[src/rtl/bias_out_axis_packer_if.sv]
// Handshake bundle between the bias-add vector stream, the AXIS sink and the packer.
// The packer side is the master modport; the environment side is the slave modport.
interface bias_out_axis_packer_if #(
   parameter int TILE_SIZE    = 4,
   parameter int DATA_WIDTH   = 16,
   parameter int VEC_PER_BEAT = 2
);
   localparam int TDATA_W = VEC_PER_BEAT * TILE_SIZE * DATA_WIDTH;

   logic                                         in_valid;
   logic                                         in_ready;
   logic signed [TILE_SIZE-1:0][DATA_WIDTH-1:0]  in_vec;
   logic                                         flush;
   logic                                         m_axis_TVALID;
   logic                                         m_axis_TREADY;
   logic [TDATA_W-1:0]                           m_axis_TDATA;
   logic [TDATA_W/8-1:0]                         m_axis_TKEEP;
   logic                                         m_axis_TLAST;
   logic                                         row_done;

   modport master (
      input  in_valid, in_vec, flush, m_axis_TREADY,
      output in_ready, m_axis_TVALID, m_axis_TDATA, m_axis_TKEEP, m_axis_TLAST, row_done
   );

   modport slave (
      output in_valid, in_vec, flush, m_axis_TREADY,
      input  in_ready, m_axis_TVALID, m_axis_TDATA, m_axis_TKEEP, m_axis_TLAST, row_done
   );
endinterface

[src/rtl/bias_out_axis_packer.sv]
// Packs VEC_PER_BEAT bias_out vectors per AXIS beat, buffers beats in a small
// fall-through FIFO and marks the last beat of each D-element row with TLAST.
module bias_out_axis_packer #(
   parameter int TILE_SIZE    = 4,
   parameter int DATA_WIDTH   = 16,
   parameter int D            = 256,
   parameter int VEC_PER_BEAT = 2,
   parameter int FIFO_DEPTH   = 4
) (
   input logic                     clk,
   input logic                     rst_n,
   bias_out_axis_packer_if.master  bus
);
   localparam int VEC_W         = TILE_SIZE * DATA_WIDTH;
   localparam int TDATA_W       = VEC_PER_BEAT * VEC_W;
   localparam int KEEP_W        = TDATA_W / 8;
   localparam int VEC_KEEP      = VEC_W / 8;
   localparam int BEATS_PER_ROW = D / (TILE_SIZE * VEC_PER_BEAT);
   localparam int SLOT_W        = (VEC_PER_BEAT > 1) ? $clog2(VEC_PER_BEAT) : 1;
   localparam int BCNT_W        = (BEATS_PER_ROW > 1) ? $clog2(BEATS_PER_ROW) : 1;
   localparam int PTR_W         = (FIFO_DEPTH > 1) ? $clog2(FIFO_DEPTH) : 1;
   localparam int CNT_W         = PTR_W + 1;

   localparam logic [SLOT_W-1:0] LAST_SLOT = SLOT_W'(VEC_PER_BEAT - 1);
   localparam logic [BCNT_W-1:0] LAST_BEAT = BCNT_W'(BEATS_PER_ROW - 1);
   localparam logic [CNT_W-1:0]  FULL_CNT  = CNT_W'(FIFO_DEPTH);

   logic [SLOT_W-1:0]                      slot_q, slot_d;
   logic [BCNT_W-1:0]                      bcnt_q, bcnt_d;
   logic [VEC_PER_BEAT-2:0][VEC_W-1:0]     pack_q, pack_d;
   logic                                   pend_q, pend_d;
   logic [PTR_W-1:0]                       wr_ptr_q, wr_ptr_d;
   logic [PTR_W-1:0]                       rd_ptr_q, rd_ptr_d;
   logic [CNT_W-1:0]                       cnt_q, cnt_d;
   logic                                   row_done_q, row_done_d;

   logic [TDATA_W-1:0]                     data_mem [FIFO_DEPTH];
   logic [KEEP_W-1:0]                      keep_mem [FIFO_DEPTH];
   logic                                   last_mem [FIFO_DEPTH];

   logic                                   fifo_full, last_slot, in_ready, in_fire;
   logic                                   fifo_valid, pop, flush_exec, push;
   logic [TDATA_W-1:0]                     full_data, part_data, push_data;
   logic [KEEP_W-1:0]                      part_keep, push_keep;
   logic                                   push_last;

   always_comb begin
      fifo_full  = (cnt_q == FULL_CNT);
      last_slot  = (slot_q == LAST_SLOT);
      in_ready   = !pend_q && (!last_slot || !fifo_full);
      in_fire    = bus.in_valid && in_ready;
      fifo_valid = (cnt_q != '0);
      pop        = fifo_valid && bus.m_axis_TREADY;
      flush_exec = pend_q && !fifo_full;
   end

   // Full beat merges the held slots with the live vector; a flushed beat
   // carries only the slots already filled and zeroes the rest.
   always_comb begin
      full_data = '0;
      part_data = '0;
      part_keep = '0;
      for (int s = 0; s < VEC_PER_BEAT - 1; s++) begin
         full_data[s*VEC_W +: VEC_W] = pack_q[s];
         if (SLOT_W'(s) < slot_q) begin
            part_data[s*VEC_W +: VEC_W]      = pack_q[s];
            part_keep[s*VEC_KEEP +: VEC_KEEP] = '1;
         end
      end
      full_data[(VEC_PER_BEAT-1)*VEC_W +: VEC_W] = bus.in_vec;

      push      = (in_fire && last_slot) || (flush_exec && (slot_q != '0));
      push_data = flush_exec ? part_data : full_data;
      push_keep = flush_exec ? part_keep : '1;
      push_last = flush_exec ? 1'b1 : ((bcnt_q == LAST_BEAT) || bus.flush);
   end

   always_comb begin
      slot_d = slot_q;
      bcnt_d = bcnt_q;
      pack_d = pack_q;
      pend_d = pend_q;
      if (in_fire) begin
         if (last_slot) begin
            slot_d = '0;
            bcnt_d = push_last ? '0 : bcnt_q + 1'b1;
         end else begin
            slot_d = slot_q + 1'b1;
            for (int s = 0; s < VEC_PER_BEAT - 1; s++) begin
               if (SLOT_W'(s) == slot_q) pack_d[s] = bus.in_vec;
            end
         end
      end
      // A flush that rides on a beat-completing vector is already satisfied by its TLAST.
      if (flush_exec) begin
         slot_d = '0;
         bcnt_d = '0;
         pend_d = 1'b0;
      end else if (bus.flush && !(in_fire && last_slot)) begin
         pend_d = 1'b1;
      end
   end

   always_comb begin
      wr_ptr_d   = push ? wr_ptr_q + 1'b1 : wr_ptr_q;
      rd_ptr_d   = pop  ? rd_ptr_q + 1'b1 : rd_ptr_q;
      cnt_d      = cnt_q;
      case ({push, pop})
         2'b10:   cnt_d = cnt_q + 1'b1;
         2'b01:   cnt_d = cnt_q - 1'b1;
         default: cnt_d = cnt_q;
      endcase
      row_done_d = pop && last_mem[rd_ptr_q];
   end

   always_ff @(posedge clk or negedge rst_n) begin
      if (!rst_n) begin
         slot_q     <= '0;
         bcnt_q     <= '0;
         pack_q     <= '0;
         pend_q     <= 1'b0;
         wr_ptr_q   <= '0;
         rd_ptr_q   <= '0;
         cnt_q      <= '0;
         row_done_q <= 1'b0;
      end else begin
         slot_q     <= slot_d;
         bcnt_q     <= bcnt_d;
         pack_q     <= pack_d;
         pend_q     <= pend_d;
         wr_ptr_q   <= wr_ptr_d;
         rd_ptr_q   <= rd_ptr_d;
         cnt_q      <= cnt_d;
         row_done_q <= row_done_d;
      end
   end

   always_ff @(posedge clk) begin
      if (push) begin
         data_mem[wr_ptr_q] <= push_data;
         keep_mem[wr_ptr_q] <= push_keep;
         last_mem[wr_ptr_q] <= push_last;
      end
   end

   // Head outputs are gated so stale storage never shows while the FIFO is empty.
   assign bus.in_ready      = in_ready;
   assign bus.m_axis_TVALID = fifo_valid;
   assign bus.m_axis_TDATA  = fifo_valid ? data_mem[rd_ptr_q] : '0;
   assign bus.m_axis_TKEEP  = fifo_valid ? keep_mem[rd_ptr_q] : '0;
   assign bus.m_axis_TLAST  = fifo_valid ? last_mem[rd_ptr_q] : 1'b0;
   assign bus.row_done      = row_done_q;
endmodule
[src/flat_wrapper.sv]
// flat-port wrapper written by rule: the top's interface ports become plain ports
module bias_out_axis_packer_flat 
#(
   parameter int TILE_SIZE    = 4,
   parameter int DATA_WIDTH   = 16,
   parameter int D            = 256,
   parameter int VEC_PER_BEAT = 2,
   parameter int FIFO_DEPTH   = 4
)
  (clk, rst_n, bus_in_valid, bus_in_vec, bus_flush, bus_m_axis_TREADY, bus_in_ready, bus_m_axis_TVALID, bus_m_axis_TDATA, bus_m_axis_TKEEP, bus_m_axis_TLAST, bus_row_done);
  bias_out_axis_packer_if #(.TILE_SIZE(TILE_SIZE), .DATA_WIDTH(DATA_WIDTH), .VEC_PER_BEAT(VEC_PER_BEAT)) bus_i ();
  input logic clk;
  input logic rst_n;
  input wire logic [$bits(bus_i.in_valid)-1:0] bus_in_valid;
  input wire logic [$bits(bus_i.in_vec)-1:0] bus_in_vec;
  input wire logic [$bits(bus_i.flush)-1:0] bus_flush;
  input wire logic [$bits(bus_i.m_axis_TREADY)-1:0] bus_m_axis_TREADY;
  output wire logic [$bits(bus_i.in_ready)-1:0] bus_in_ready;
  output wire logic [$bits(bus_i.m_axis_TVALID)-1:0] bus_m_axis_TVALID;
  output wire logic [$bits(bus_i.m_axis_TDATA)-1:0] bus_m_axis_TDATA;
  output wire logic [$bits(bus_i.m_axis_TKEEP)-1:0] bus_m_axis_TKEEP;
  output wire logic [$bits(bus_i.m_axis_TLAST)-1:0] bus_m_axis_TLAST;
  output wire logic [$bits(bus_i.row_done)-1:0] bus_row_done;
  assign bus_i.in_valid = bus_in_valid;
  assign bus_i.in_vec = bus_in_vec;
  assign bus_i.flush = bus_flush;
  assign bus_i.m_axis_TREADY = bus_m_axis_TREADY;
  assign bus_in_ready = bus_i.in_ready;
  assign bus_m_axis_TVALID = bus_i.m_axis_TVALID;
  assign bus_m_axis_TDATA = bus_i.m_axis_TDATA;
  assign bus_m_axis_TKEEP = bus_i.m_axis_TKEEP;
  assign bus_m_axis_TLAST = bus_i.m_axis_TLAST;
  assign bus_row_done = bus_i.row_done;
  bias_out_axis_packer #(.TILE_SIZE(TILE_SIZE), .DATA_WIDTH(DATA_WIDTH), .D(D), .VEC_PER_BEAT(VEC_PER_BEAT), .FIFO_DEPTH(FIFO_DEPTH)) u_core (.clk(clk), .rst_n(rst_n), .bus(bus_i));
endmodule
[config.mk]
export PLATFORM = sky130hd
export DESIGN_NAME = bias_out_axis_packer_flat
export DESIGN_NICKNAME = d
export VERILOG_FILES = /design/src/rtl/bias_out_axis_packer_if.sv /design/src/rtl/bias_out_axis_packer.sv /design/src/flat_wrapper.sv
export SDC_FILE = /design/constraint.sdc
export NUM_CORES = 1
export LEC_CHECK = 0
export BUFFER_PORTS_ARGS = -buffer_cell sky130_fd_sc_hd__buf_2
export CORE_MARGIN = 2
export CORE_UTILIZATION = 30
export CTS_CLUSTER_DIAMETER = 200
export CTS_CLUSTER_SIZE = 40
export DETAILED_ROUTE_END_ITERATION = 7
export GPL_ROUTABILITY_DRIVEN = 0
export PLACE_DENSITY = 0.46
export SLEW_MARGIN = 20
export SYNTH_ARGS = -nofsm -noshare
export SYNTH_HDL_FRONTEND = slang
export SYNTH_SLANG_ARGS = --single-unit
export TNS_END_PERCENT = 30
[constraint.sdc]
create_clock -name clk -period 5.72 [get_ports clk]
set_input_delay 0.858 -clock clk [delete_from_list [all_inputs] [get_ports clk]]
set_output_delay 0.858 -clock clk [all_outputs]
set_load 0.02 [all_outputs]
* After elaboration in Yosys (flattened, before gate mapping)
Memory sizes are Yosys's and may differ from the RTL's. Cells that the tools add are included.
Operators by class: add/sub/neg operators 6, shift operators 0, reductions and logical operators 22, $mul 0, mux-type cells 20, equal/unequal tests 4, bitwise logic cells 1, divide/modulo/power cells 0, $lt $le $gt $ge 1
Operator list (number):
- $mux W128 | 2
- $mux W64 | 1
- $mux W16 | 2
- $mux W5 | 4
- $mux W1 | 9
- $logic_and A1 B1 Y1 | 8
- $mux W8 | 1
- $reduce_bool A2 Y1 | 4
- $pmux W3 S2 | 1
- $add A5 B1 Y5 const B | 1
- $eq A5 B5 Y1 const B | 1
- $add A2 B1 Y2 const B | 2
- $logic_not A1 Y1 | 4
- $reduce_and A2 Y1 | 2
- $add A3 B1 Y3 const B | 1
- $eq A3 B3 Y1 const B | 1
- $logic_or A1 B1 Y1 | 3
- $reduce_bool A3 Y1 | 1
- $sub A3 B1 Y3 const B | 1
- $eq A2 B1 Y1 const B | 1
- $eq A2 B2 Y1 const B | 1
- $add A1 B1 Y1 const B | 1
- $lt A1 B1 Y1 const A | 1
- $not A1 Y1 | 1
Storage, ports and cells: memories kept 3, latch bits 0, register bits after elaboration 79, memory bits (writable) 580, word-level logic and storage cells 65, bits of input ports 69, memory bits (read-only) 0
Memories:
- u_core.data_mem | words 4, width 128, rd ports 1, clocked after memory_dff 0, write ports 1, line bias_out_axis_packer.sv:37 | logic [TDATA_W-1:0] data_mem [FIFO_DEPTH];
- u_core.keep_mem | words 4, width 16, rd ports 1, clocked after memory_dff 0, write ports 1, line bias_out_axis_packer.sv:38 | logic [KEEP_W-1:0] keep_mem [FIFO_DEPTH];
- u_core.last_mem | words 4, width 1, rd ports 1, clocked after memory_dff 0, write ports 1, line bias_out_axis_packer.sv:39 | logic last_mem [FIFO_DEPTH];

* Logic depth before layout (Yosys ltp)
depth after elaboration 10, mapped depth 10, gate-level depth less buffers 9

* Worst setup path before layout
OpenSTA, ideal clock, no wires.
path kind input -> register, from input bus_in_valid, to memory u_core.data_mem[0][0] (netlist name) (enable), stages 3, data required time 5.214 ns, arrival time 4.290 ns, setup slack 0.924 ns, cell sequence o21ai_0 nor2_1 and2_1
Between the ends: cells in the longest elaborated chain, start to end 5
Ends and longest elaborated chain:
- start, declared | line flat_wrapper.sv:14 | input wire logic [$bits(bus_i.in_valid)-1:0] bus_in_valid;
- $logic_and A1 B1 Y1 | line bias_out_axis_packer.sv:51 | in_fire = bus.in_valid && in_ready;
- $logic_and A1 B1 Y1 | line bias_out_axis_packer.sv:72 | push = (in_fire && last_slot) || (flush_exec && (slot_q != '0));
- $logic_or A1 B1 Y1 | line bias_out_axis_packer.sv:72
- $mux W1 | line bias_out_axis_packer.sv:139 | if (push) begin
- $mux W1 (not written as such) | line bias_out_axis_packer.sv:140 | data_mem[wr_ptr_q] <= push_data;
- end, declared | line bias_out_axis_packer.sv:37
No other way between the ends.

* Worst setup path after layout
from register u_core.rd_ptr_q[0], to output bus_m_axis_TKEEP[8]
Between the ends: cells in the longest elaborated chain, start to end 2
Ends and longest elaborated chain:
- start, declared | line bias_out_axis_packer.sv:33 | logic [PTR_W-1:0] rd_ptr_q, rd_ptr_d;
- start signal, assigned | line bias_out_axis_packer.sv:132 | rd_ptr_q <= rd_ptr_d;
- $mem_v2 Z4 W16
- $mux W16 | line bias_out_axis_packer.sv:150 | assign bus.m_axis_TKEEP = fifo_valid ? keep_mem[rd_ptr_q] : '0;
- end, declared | line flat_wrapper.sv:21 | output wire logic [$bits(bus_i.m_axis_TKEEP)-1:0] bus_m_axis_TKEEP;
No other way between the ends.

==> run metrics <==
sequential share of the synthesized area=73.81%; actual slew at the worst max-slew pin=0.9948 ns; Tightest Hold Check Type=input pin to asynchronous set/reset pin; Synth Net Count=1,282; worst setup path class=flop to output pin; Final ANT Viol Nets=0; Routed wire per std cell=22.54 um; setup bufs post-CTS=0; max-slew violation count=0; clock buffer count from CTS=19; critical path capture point type=output pin; Post-Place Cells=roughly 2.4k; layout cell share with drive strength beyond 1=33.26%; Yosys warnings=0; CTS sink cnt=603; post-synth top area cell=edfxtp_1; IO Count=217; Max clock buf depth=3; Crit path required time=4.86 ns; Final Non-Filler Cells=2,442; sequential share of power=45.3%; cell count after synthesis=1,205; clock power share=12.6%; CTS tree=done; Worst R2R Setup Slack=2.84 ns; setup violators final=0; crit path DAT=3.01 ns; ranking of synthesized cells by area=edfxtp_1, mux4_2, dfrtp_1, and2_1, mux2_2; initial antenna violation count=2; P&R area growth vs syn=11.48%; worst-case reg-to-reg path depth=4; max cap viols=0; final setup margin=~1.9 ns; Unique masters post-synth=38; hold_buf cts=0; htree depth=1; CP Launch Type=flop; status=complete, no violations; PD cells=between 500 and 600 mW/mm^2; RSZ-0062 raised after global routing=false; starting density of the core=30.33%; root buffer cell=clkbuf_16; vias in the first global route=12.05k; Worst Skew=0.07071 ns; Die Wd=286.8 um; min Tclk post-route=3.864 ns; placement row count=103; Setup WS pre-CTS=around 2.4 ns; first-pass GRT wire length=81,190 um; Worst-Skew Late Latency=0.59 ns; sw power=5627 uW; DRT Pass-1 Iters=4; f_max=258.8 MHz; Resized Gates After CTS=0; internal power=a little under 10,000 uW; via/cell ratio=4.632; VDD IR max=0.0003638 V; synthesized area=0.02400 sq mm; Final Cycle Share=67.55%; Synth top area share=65.57%; Max FO, Critical Path=57; Comb pwr share=42.1%; Mapped Avg Cell Area=19.92 sq um; largest net degree at the start of global routing=132; layout net count=roughly 1.5k; core area=between 0.07 and 0.08 sq mm; FF-to-FF Start=u_core.pend_q; Die H=~290 um; Total GRT Usage=13.18%; FF-to-FF End=u_core.data_mem[1][2]; # diodes=0; Via Count=~11k; global route overflow=0; Seq cells post-synth=603; sw frac=36.67%; Clock transition at path regs=0.14 ns; Iteration-0 DRC Markers=714; Port Buf Inserts=216; worst rel slew slack=33.68%; Die ar.=between 0.08 and 0.09 sq mm; DRC Markers=0; P_leak=0.008980 uW; final hold viol count=0; setup TNS=0 ns; HPWL after detailed placement=29,380 um; Total Routed Length=55,050 um
-- cells by family (layout without fill, tap and decap cells) --
logic type / count (synthesis) / after routing / synth area share [%]
AOI/OAI and AO/OA: 13 / 13 / 0.3650
xor gates and xnor gates: 6 / 6 / 0.2190
adders and majority gates: 8 / 8 / 0.4484
buffers and inverters: 89 / 276 / 2.242
DFF: 603 / 603 / 73.81
muxes: 197 / 197 / 15.39
and+or+nand+nor: 289 / 289 / 7.534
-- sequential cells by signal (all words and copies together), names as in the netlist --
name and cells:
u_core.bcnt_q 5, u_core.bus.row_done 1, u_core.cnt_q 3, u_core.data_mem 512, u_core.keep_mem 8, u_core.last_mem 4, u_core.last_slot 1, u_core.pack_q 64
u_core.pend_q 1, u_core.rd_ptr_q 2, u_core.wr_ptr_q 2
-- how the worst max path moves through the flow --
stage	from	slack [ns]	to	cells after the start
after global placement	u_core.rd_ptr_q[0]	2.40	bus_m_axis_TDATA[93]	4
after detailed placement	u_core.rd_ptr_q[0]	2.37	bus_m_axis_TKEEP[13]	4
final	u_core.rd_ptr_q[0]	1.86	bus_m_axis_TKEEP[8]	4
after CTS	u_core.rd_ptr_q[0]	1.68	bus_m_axis_TKEEP[13]	4
after global routing	u_core.rd_ptr_q[0]	1.58	bus_m_axis_TKEEP[8]	4
after floorplan	bus_in_valid	0.92	u_core.data_mem[0][0]	3
-- area by class of cell --
cell class	instances	area, sq um
fillers	7592	52380
flip-flops and latches	603	17720
multi-input cells	513	5789
repair buffers	235	1346
well taps	1050	1314
clock buffers	32	524.3
clock inverters	1	30.03
inverters	8	30.03
-- metal layers --
| layer | part of all wire (%) | vias to the layer above | GRT usage [%] |
|---|---|---|---|
| met5 | 0.024 | - | 0 |
| met1 | 47 | 6154 | 18.45 |
| li1 | - | 4956 | - |
| met3 | 2.9 | 33 | 1.437 |
| met4 | 1.1 | 2 | 1.875 |
| met2 | 49 | 166 | 22.68 |
-- critical path: stages (launching register included) --
cell and delay, ns:
dfrtp_4 0.91, buf_12 0.46, mux4_2 0.56, and2_1 0.22, buf_2 0.18
-- synth_stat cells --
cell / number
nor3b_4: 1
a211oi_1: 1
a21oi_1: 2
a32o_1: 2
or3_1: 1
buf_2: 24
nand3_1: 2
nor3_1: 1
ha_1: 7
nand2_1: 1
and3_1: 2
o22ai_1: 1
xor2_1: 3
clkbuf_1: 23
o21a_1: 1
buf_4: 15
or2_2: 1
o311ai_0: 1
mux2i_1: 1
and2_1: 200
nor2b_1: 67
fa_1: 1
nand2_2: 1
mux4_2: 131
inv_1: 8
xnor2_1: 3
a22oi_1: 1
buf_6: 15
dfrtp_1: 79
edfxtp_1: 524
nand2b_1: 2
or3b_1: 1
nor2_1: 5
clkbuf_2: 4
nor3b_1: 3
nand4_1: 1
o21ai_0: 4
mux2_2: 65
-- metrics by stage --
step	hold slack, ns	total power (uW)	util [%]	instance area, sq um
detailed placement	0.4870	13710	33.06	26160
global route	0.2893	16230	33.81	26750
CTS	0.2854	15650	33.76	26720
finish	0.2835	15350	33.81	26750
global placement	0.4815	13630	33.06	26160
floorplan	0.4692	11570	-	24000
-- layout by cell type, fill, tap and decap left out, types with 11 or more instances in the layout --
cell type / synthesis / final
and2_1: 200 / 196
buf_2: 24 / 215
buf_4: 15 / 11
clkbuf_1: 23 / 13
clkbuf_16: 0 / 19
dfrtp_1: 79 / 77
edfxtp_1: 524 / 524
mux2_2: 65 / 65
mux4_2: 131 / 131
nor2b_1: 67 / 66
-- power groups by stage --
| stage | Sequential, uW | Combinational [uW] | Clock, uW |
|---|---|---|---|
| 4_1_cts | 6970 | 6660 | 2030 |
| 6_report | 6950 | 6460 | 1940 |
| 3_3_place_gp | 7040 | 6590 | 0 |
| 3_5_place_dp | 7070 | 6640 | 0 |
| 2_1_floorplan | 6890 | 4680 | 0 |
| 5_1_grt | 7070 | 7000 | 2150 |
Note: power is estimated with default switching activity, not from simulation.
